### src/rtl/alu_seq_pipe.sv
// Sequential ALU with valid/ready on both sides; 1-cycle ops, iterative shift-add MUL (HW+1 cycles).
// Optional flag generation under `ALU_FLAGS_EN`; without it flags read 4'b0000.
module alu_seq_pipe #(
  parameter int WIDTH = 32
) (
  input  logic             clk,
  input  logic             rst_n,
  input  logic             in_valid,
  output logic             in_ready,
  input  logic [WIDTH-1:0] a,
  input  logic [WIDTH-1:0] b,
  input  logic [3:0]       f,
  output logic             out_valid,
  input  logic             out_ready,
  output logic [WIDTH-1:0] r,
  output logic [3:0]       flags,
  output logic             err
);

  localparam int HW    = WIDTH / 2;
  localparam int SH_W  = $clog2(WIDTH);
  localparam int CNT_W = $clog2(HW) + 1;
  localparam int MSB   = WIDTH - 1;
`ifdef ALU_FLAGS_EN
  localparam int AW = WIDTH + 1;
`else
  localparam int AW = WIDTH;
`endif

  typedef enum logic [1:0] {S_IDLE, S_EXEC, S_DONE} state_t;

  state_t           r_state, w_state_nxt;
  logic [WIDTH-1:0] r_mcand, r_acc, r_r, w_res, w_acc_nxt;
  logic [HW-1:0]    r_mplr;
  logic [CNT_W-1:0] r_cnt;
  logic             r_err, w_err, w_accept, w_is_mul, w_mul_last;
  logic [AW-1:0]    w_add, w_sub;
  logic [SH_W-1:0]  w_sh;

  assign w_accept   = in_valid & in_ready;
  assign w_is_mul   = (f == 4'd2);
  assign w_mul_last = (r_state == S_EXEC) && (r_cnt == CNT_W'(1));
  assign w_add      = AW'(a) + AW'(b);
  assign w_sub      = AW'(a) - AW'(b);
  assign w_sh       = b[SH_W-1:0];
  assign w_acc_nxt  = r_acc + (r_mplr[0] ? r_mcand : '0);

  always_ff @(posedge clk or negedge rst_n) begin
    if (!rst_n) r_state <= S_IDLE;
    else        r_state <= w_state_nxt;
  end

  always_comb begin
    w_state_nxt = r_state;
    case (r_state)
      S_IDLE: if (w_accept) w_state_nxt = w_is_mul ? S_EXEC : S_DONE;
      S_EXEC: if (w_mul_last) w_state_nxt = S_DONE;
      S_DONE: if (out_ready) w_state_nxt = !w_accept ? S_IDLE : (w_is_mul ? S_EXEC : S_DONE);
      default: w_state_nxt = S_IDLE;
    endcase
  end

  // DONE passes out_ready straight to in_ready so a taken result can overlap the next accept.
  always_comb begin
    in_ready  = 1'b0;
    out_valid = 1'b0;
    case (r_state)
      S_IDLE: in_ready = 1'b1;
      S_DONE: begin
        in_ready  = out_ready;
        out_valid = 1'b1;
      end
      default: ;
    endcase
  end

  always_comb begin
    w_res = '0;
    w_err = 1'b0;
    case (f)
      4'd0: w_res = w_add[MSB:0];
      4'd1: w_res = w_sub[MSB:0];
      4'd3: w_res = a & b;
      4'd4: w_res = a | b;
      4'd5: w_res = ~a;
      4'd6: w_res = a ^ b;
      4'd7: w_res = a << w_sh;
      4'd8: w_res = a >> w_sh;
      4'd9: w_res = $signed(a) >>> w_sh;
      4'd2: w_res = '0;
      default: w_err = 1'b1;
    endcase
  end

  always_ff @(posedge clk or negedge rst_n) begin
    if (!rst_n) begin
      r_mcand <= '0;
      r_mplr  <= '0;
      r_acc   <= '0;
      r_cnt   <= '0;
      r_r     <= '0;
      r_err   <= 1'b0;
    end else begin
      if (w_accept && w_is_mul) begin
        r_mcand <= {{(WIDTH-HW){1'b0}}, a[HW-1:0]};
        r_mplr  <= b[HW-1:0];
        r_acc   <= '0;
        r_cnt   <= CNT_W'(HW);
      end else if (r_state == S_EXEC) begin
        r_acc   <= w_acc_nxt;
        r_mcand <= r_mcand << 1;
        r_mplr  <= r_mplr >> 1;
        r_cnt   <= r_cnt - CNT_W'(1);
      end
      if (w_accept && !w_is_mul) begin
        r_r   <= w_res;
        r_err <= w_err;
      end else if (w_mul_last) begin
        r_r   <= w_acc_nxt;
        r_err <= 1'b0;
      end
    end
  end

`ifdef ALU_FLAGS_EN
  logic [3:0] r_flags;
  logic       w_c, w_v;

  always_comb begin
    w_c = 1'b0;
    w_v = 1'b0;
    if (f == 4'd0) begin
      w_c = w_add[WIDTH];
      w_v = (a[MSB] == b[MSB]) && (w_add[MSB] != a[MSB]);
    end else if (f == 4'd1) begin
      w_c = w_sub[WIDTH];
      w_v = (a[MSB] != b[MSB]) && (w_sub[MSB] != a[MSB]);
    end
  end

  always_ff @(posedge clk or negedge rst_n) begin
    if (!rst_n)                    r_flags <= 4'b0000;
    else if (w_accept && !w_is_mul) r_flags <= {w_res[MSB], ~|w_res, w_c, w_v};
    else if (w_mul_last)           r_flags <= {w_acc_nxt[MSB], ~|w_acc_nxt, 2'b00};
  end

  assign flags = r_flags;
`else
  assign flags = 4'b0000;
`endif

  assign r   = r_r;
  assign err = r_err;

endmodule

### config.mk
export PLATFORM = sky130hd
export DESIGN_NAME = alu_seq_pipe
export DESIGN_NICKNAME = d
export VERILOG_FILES = /design/src/rtl/alu_seq_pipe.sv
export SDC_FILE = /design/constraint.sdc
export NUM_CORES = 1
export LEC_CHECK = 0
export ABC_AREA = 1
export CAP_MARGIN = 40
export CORE_UTILIZATION = 30
export DETAILED_ROUTE_END_ITERATION = 8
export PLACE_DENSITY = 0.58
export REMOVE_ABC_BUFFERS = 1
export SLEW_MARGIN = 20
export SYNTH_ARGS = -nofsm -noshare
export SYNTH_HDL_FRONTEND = slang
export SYNTH_SLANG_ARGS = --single-unit
### constraint.sdc
create_clock -name clk -period 2.9 [get_ports clk]
set_input_delay 0.725 -clock clk [delete_from_list [all_inputs] [get_ports clk]]
set_output_delay 0.725 -clock clk [all_outputs]
set_load 0.01 [all_outputs]
Yosys cells after proc, flatten, opt, wreduce, memory -nomap -nowiden
Cells that the tools add are included.

cells by class
  add/sub/neg operators = 4
  equality and inequality tests = 15
  shift-type cells = 3
  muxes and demuxes = 23
  bitwise logic cells = 5
  reduce and logical (&&, ||, !) cells = 10

operator list
  kind                   number
  $pmux W32 S9           1
  $mux W32               7
  $add A32 B32 Y32       2
  $and A32 B32 Y32       1
  $mux W16               2
  $not A32 Y32           1
  $or A32 B32 Y32        1
  $shl A32 B5 Y32        1
  $shr A32 B5 Y32        1
  $sshr A32 B5 Y32       1
  $sub A32 B32 Y32       1
  $xor A32 B32 Y32       1
  $eq A4 B3 Y1 const B   4
  $mux W2                5
  $mux W5                2
  $reduce_or A10 Y1      1
  $eq A4 B2 Y1 const B   2
  $eq A4 B4 Y1 const B   2
  $ne A2 B2 Y1 const B   3
  $pmux W2 S3            1
  $eq A5 B1 Y1 const B   1
  $sub A5 B1 Y5 const B  1
  $eq A4 B1 Y1 const B   1
  $logic_not A4 Y1       1
  other kinds (10)       16

storage, ports and cells
  bits in registers = 120
  input port bits = 72
  output and inout port bits = 39
  word-level logic and storage cells = 67

Logic depth before layout (Yosys ltp)
Gate-level depths: netlist of the first run.

  depth in word-level cells = 6
  gate-level depth with buffers = 31
  mapped depth without buffers = 28

Least setup slack after synthesis of the first run
No wires, ideal clock.

  path type = input-to-reg
  start point = in b[1]
  end point = reg r_r[30], in the netlist r[30]
  setup time = 0.116 ns
  arrival = 3.644 ns
  data required time = 2.784 ns
  slack = -0.861 ns
  stages = 27
  path buffers = 3
  path through = buf_4 > inv_4 > buf_4 > buf_4 > ha_1 > nand3_1 > nand3b_4 > nor3_4 > nand2_2 > nor3_1 > nor2_1 > xor2_1 > ha_1 > nand2_1 > nor2_1 > and2_1 > nand2_1 > nand2_1 > nand2_1 > nand2_1 > nand2_1 > nand3_1 > nand3_1 > nand2_1 > nand2_1 > nand2_1 > nand2_1

between the ends
  word-level cells in the longest chain between the ends = 3
  elaborated cells on any way between the ends = 7
  classes of those cells = add/sub: 2; shift: 3; mux: 2

RTL lines
  element                                   line  RTL
  start: declaration                        11    input logic [WIDTH-1:0] b,
  $sub A32 B32 Y32 (tied with other cells)  44    assign w_sub = AW'(a) - AW'(b);
  $pmux W32 S9 (*)                          80    case (f)
  $mux W32 (*)                              115   if (w_accept && !w_is_mul) begin
  end signal: assignment                    116   r_r <= w_res;
  end signal: assignment                    119   r_r <= w_acc_nxt;
  end: declaration                          33    logic [WIDTH-1:0] r_mcand, r_acc, r_r, w_res, w_acc_nxt;

Every way passes the cells marked *; elsewhere a longest branch is shown, timed or not.
A chain may end at the register's enable or synchronous reset.

Worst setup path in the final report of the first run
  start point = in b[0]
  end point = reg r_r[23], in the netlist r[23]

The elaborated chain is that of the path after synthesis.

==> impl_metrics.py, run 1 <==
metrics = {
    "power_and_ir_drop": {
        "power_mw": 10.9,
        "powerDensity_mw_per_mm2": 473,
        "peakVddDrop_uv": 381,
        "p_leak_nw": 12.0,
    },
    "clocking": {
        "cts_num_sinks": 120,
        "cts_buffers": 17,
        "insertion_delay_ns": 0.43,
        "ctsHoldBuffers": 0,
        "cts_root_buf": "clkbuf_16",
        "cts.reportedPaths.clkPinSlew_ns": 0.06,
        "clockBufferDepth": 2,
        "cts_tree": "built",
        "cts-htree-levels": 4,
    },
    "synthesis": {
        "async_flop_share": 1.00,
        "synth_cells": 2713,
        "avgSynthCellArea_um2": 5.97,
        "seq_area_frac_synth": 0.185,
        "ys_ff_latch": 120,
        "yosys-top-cells-area": "nand2_1 20%, dfrtp_1 19%, nand3_1 12%",
        "synthDistinctLibCells": 62,
        "synth_area_mm2": 0.0162,
        "ys_warn_count": 0,
        "synth_edf_count": 0,
        "synth_largest_area_cell": "nand2_1",
        "synth_top_cell_area_share": 0.202,
        "dominantRegCellSynth": "dfrtp_1",
    },
    "global_routing": {
        "track_usage": 0.267,
        "grt_pass1_vias": 19100,
        "grt_overflow_total": 0,
        "use_met2": 0.426,
        "grt_max_degree": 72,
        "grt_antenna_before_repair": 2,
        "grt_use_met1": 0.368,
        "top_usage_layer": "met2",
        "grt_pass1_wl_mm": 112,
        "grtUsageMet3": 0.0394,
    },
    "critical_path": {
        "critPathTopFamily": "simple AND/OR/NAND/NOR gates",
        "crit_buf_inv": 3,
        "path_max_fanout": 4,
        "reg2regPathDepth": 13,
        "r2r-end": "r[25]",
        "slowest_delay_ns": 0.39,
        "path_class": "in -> reg",
        "r2r_slack_ns": 0.11,
        "critPathRequiredTime_ns": 3.21,
        "r2r_start": "r_mplr[0]",
        "cp_data_arrival_time_ns": 3.83,
        "slowest_stage": "ha_1",
        "critPathCaptureType": "register",
        "path_cells": "buf_8 -> inv_8 -> ha_4 -> nand3_4 -> nand3b_4 -> nor3_4 -> nand2_4 -> nor2_4 -> nand2_4 -> nand2_4 -> o21ai_4 -> xor2_1 -> ha_1 -> nand2_2 -> nor2_4 -> buf_4 -> nand2_1 -> o21bai_2 -> nand3_1 -> nand2_1 -> nand3_1 -> nand3_2 -> nand2_1 -> a21oi_1",
        "start_kind": "input port",
    },
    "sta": {
        "setup_viol": 28,
        "slew_headroom": 0.466,
        "worst_pin_slew_ns": 0.802,
        "setup_slack_ns": -0.624,
        "fmax_mhz": 284,
        "fin_crit_ns": 3.52,
        "finalHoldViolations": 0,
        "holdWs_ns": 0.161,
        "period_share": 1.22,
        "slew_violations": 0,
        "clock_skew_ns": 0.00848,
        "rsz0062_at_grt": "true",
    },
    "routing": {
        "drt_iter0_markers": 1931,
        "post_drt_wl_per_cell_um": 18.9,
        "drc": 0,
        "finalWirelength_mm": 73.4,
        "vias": 20100,
        "routed_via_density": 5.19,
        "first_pass_iters": 8,
        "antenna_left": 0,
    },
    "cells_and_area": {
        "areaGrowthSynthToFinish_pct": 42.4,
        "fin_nets": 3379,
        "drive_above_1_share": 0.265,
    },
    "place": {
        "place.gp.congestion": 0.991,
        "dp_hpwl_mm": 59.0,
        "io_buffers": 106,
    },
    "hold_path": {
        "hp-class": "in -> async",
    },
    "floorplanning": {
        "io-pin-count": 111,
        "rows": 84,
        "die_x_um": 234,
        "coreArea_mm2": 0.0530,
        "die_y_um": 234,
        "dieArea_mm2": 0.0549,
        "initial_core_util": 0.306,
    },
    "run": {
        "drv_cap": 0,
    },
    "status": {
        "violations": "negative setup slack",
        "outcome": "finished, violations left",
    },
}
==> power breakdown <==
group | internal (mW) | switching (mW) | leakage, nW | total (mW)
registers | 2.36 | 0.486 | 1.54 | 2.85
clock network | 1.37 | 0.888 | 0.292 | 2.26
logic | 2.41 | 3.38 | 10.2 | 5.80
total | 6.15 | 4.76 | 12.0 | 10.9
==> synthesized netlist by cell type, types with 11 or more instances <==
| master | instances |
|---|---|
| o21ai_0 | 106 |
| nand3_1 | 386 |
| ha_1 | 130 |
| a22o_1 | 14 |
| nand3b_1 | 14 |
| o211ai_1 | 36 |
| a21oi_1 | 132 |
| xor2_1 | 38 |
| o22ai_1 | 21 |
| dfrtp_1 | 120 |
| nand2_2 | 16 |
| a22oi_1 | 14 |
| and2_1 | 15 |
| nand2_1 | 871 |
| nand4_1 | 28 |
| buf_2 | 50 |
| or2_2 | 11 |
| clkbuf_1 | 24 |
| inv_2 | 18 |
| nor2_1 | 200 |
| inv_1 | 301 |
| nor3_1 | 23 |
| buf_4 | 21 |
==> repair_timing <==
| item | CTS | global route |
|---|---|---|
| buffers inserted | 30 | 10 |
| setup endpoints to repair | 30 | 30 |
| pin swaps | 98 | 135 |
| gates resized for setup | 250 | 197 |
==> layout by cell type (no fill, tap or decap), types with 8 or more instances in the layout <==
cell type	netlist	routed
dfrtp_1	120	120
nand2_2	16	83
nand2_4	1	25
clkbuf_16	0	17
o22ai_1	21	21
clkdlybuf4s50_1	0	85
nand3_4	1	11
a21oi_1	132	97
nor3_1	23	17
nor2_4	7	27
o21ai_1	9	16
buf_4	21	406
inv_2	18	37
ha_1	130	114
nand2_1	871	780
o221ai_1	10	10
a21oi_2	2	34
inv_6	0	8
and2_1	15	13
o211ai_1	36	36
or2_2	11	8
nand3_1	386	339
nor2_1	200	161
nand3b_1	14	14
o21ai_2	3	9
a22o_1	14	14
o21ai_0	106	92
nor2_2	5	24
buf_6	10	35
nand4_1	28	28
a22oi_1	14	14
nand3_2	0	37
inv_1	301	280
buf_12	0	12
xor2_1	38	36
ha_4	0	12
==> how the worst max path moves through the flow <==
stage | start | endpoint | slack (ns) | cells past startpoint
final | b[0] | r[23] | -0.62 | 24
after global routing | b[0] | r[28] | -0.79 | 25
after CTS | b[1] | r[27] | -0.69 | 26
after detailed placement | b[0] | r[28] | -1.82 | 25
after global placement | b[0] | r[27] | -1.83 | 27
after floorplan | out_ready | r_cnt[2] | -1.03 | 9
==> final cells by class <==
type	instances	area, µm²
fillers	5653	29900
multi-input cells	2159	12700
repair buffers	555	4690
flip-flops and latches	120	3000
inverters	322	1240
well taps	688	861
clock buffers	17	425
clock inverters	15	188
diodes	1	2.50
==> stage by stage <==
step                      setup TNS (ns)  cells  utilization  cell area, µm²  worst slack [ns]
after detailed placement          -43.52   3808        0.391           20700             -1.82
after floorplan                   -67.35   2601            -           15600             -1.03
after global placement            -43.02   3808        0.391           20700             -1.83
final                             -11.18   3877        0.436           23100            -0.624
after CTS                         -12.43   3867        0.422           22300            -0.685
after global routing              -15.26   3877        0.436           23100            -0.791
==> metal layers <==
layer  vias up  routed length, µm
met5         -                  0
met4         0               2320
met3       119               5480
met2       750              32700
met1      9401              32900
li1       9846                  -
==> cells by family after synthesis <==
logic type / count (synthesis) / share of synthesized area
AND/OR/NAND/NOR: 1595 / 0.429
AO/OA/AOI/OAI: 385 / 0.143
other: 1 / 0.000231
XOR/XNOR: 42 / 0.0227
flip-flops: 120 / 0.185
adder cells (fa/ha/maj): 132 / 0.103
multiplexers: 1 / 0.000618
buffers and inverters: 437 / 0.116
==> registers in the layout, indices dropped and copies added, names as in the netlist <==
signal / cells
r_mcand: 32
r: 32
err: 1
r_mplr: 16
r_state: 2
r_acc: 32
r_cnt: 5
Power figures use the tool's default switching activity.
==> inputs of run 2 (changes only) <==
Settings changed: CTS_CLUSTER_SIZE set to 12.
==> results of run 2 <==
Final layout, timing and power as in run 1 (identical DEF).
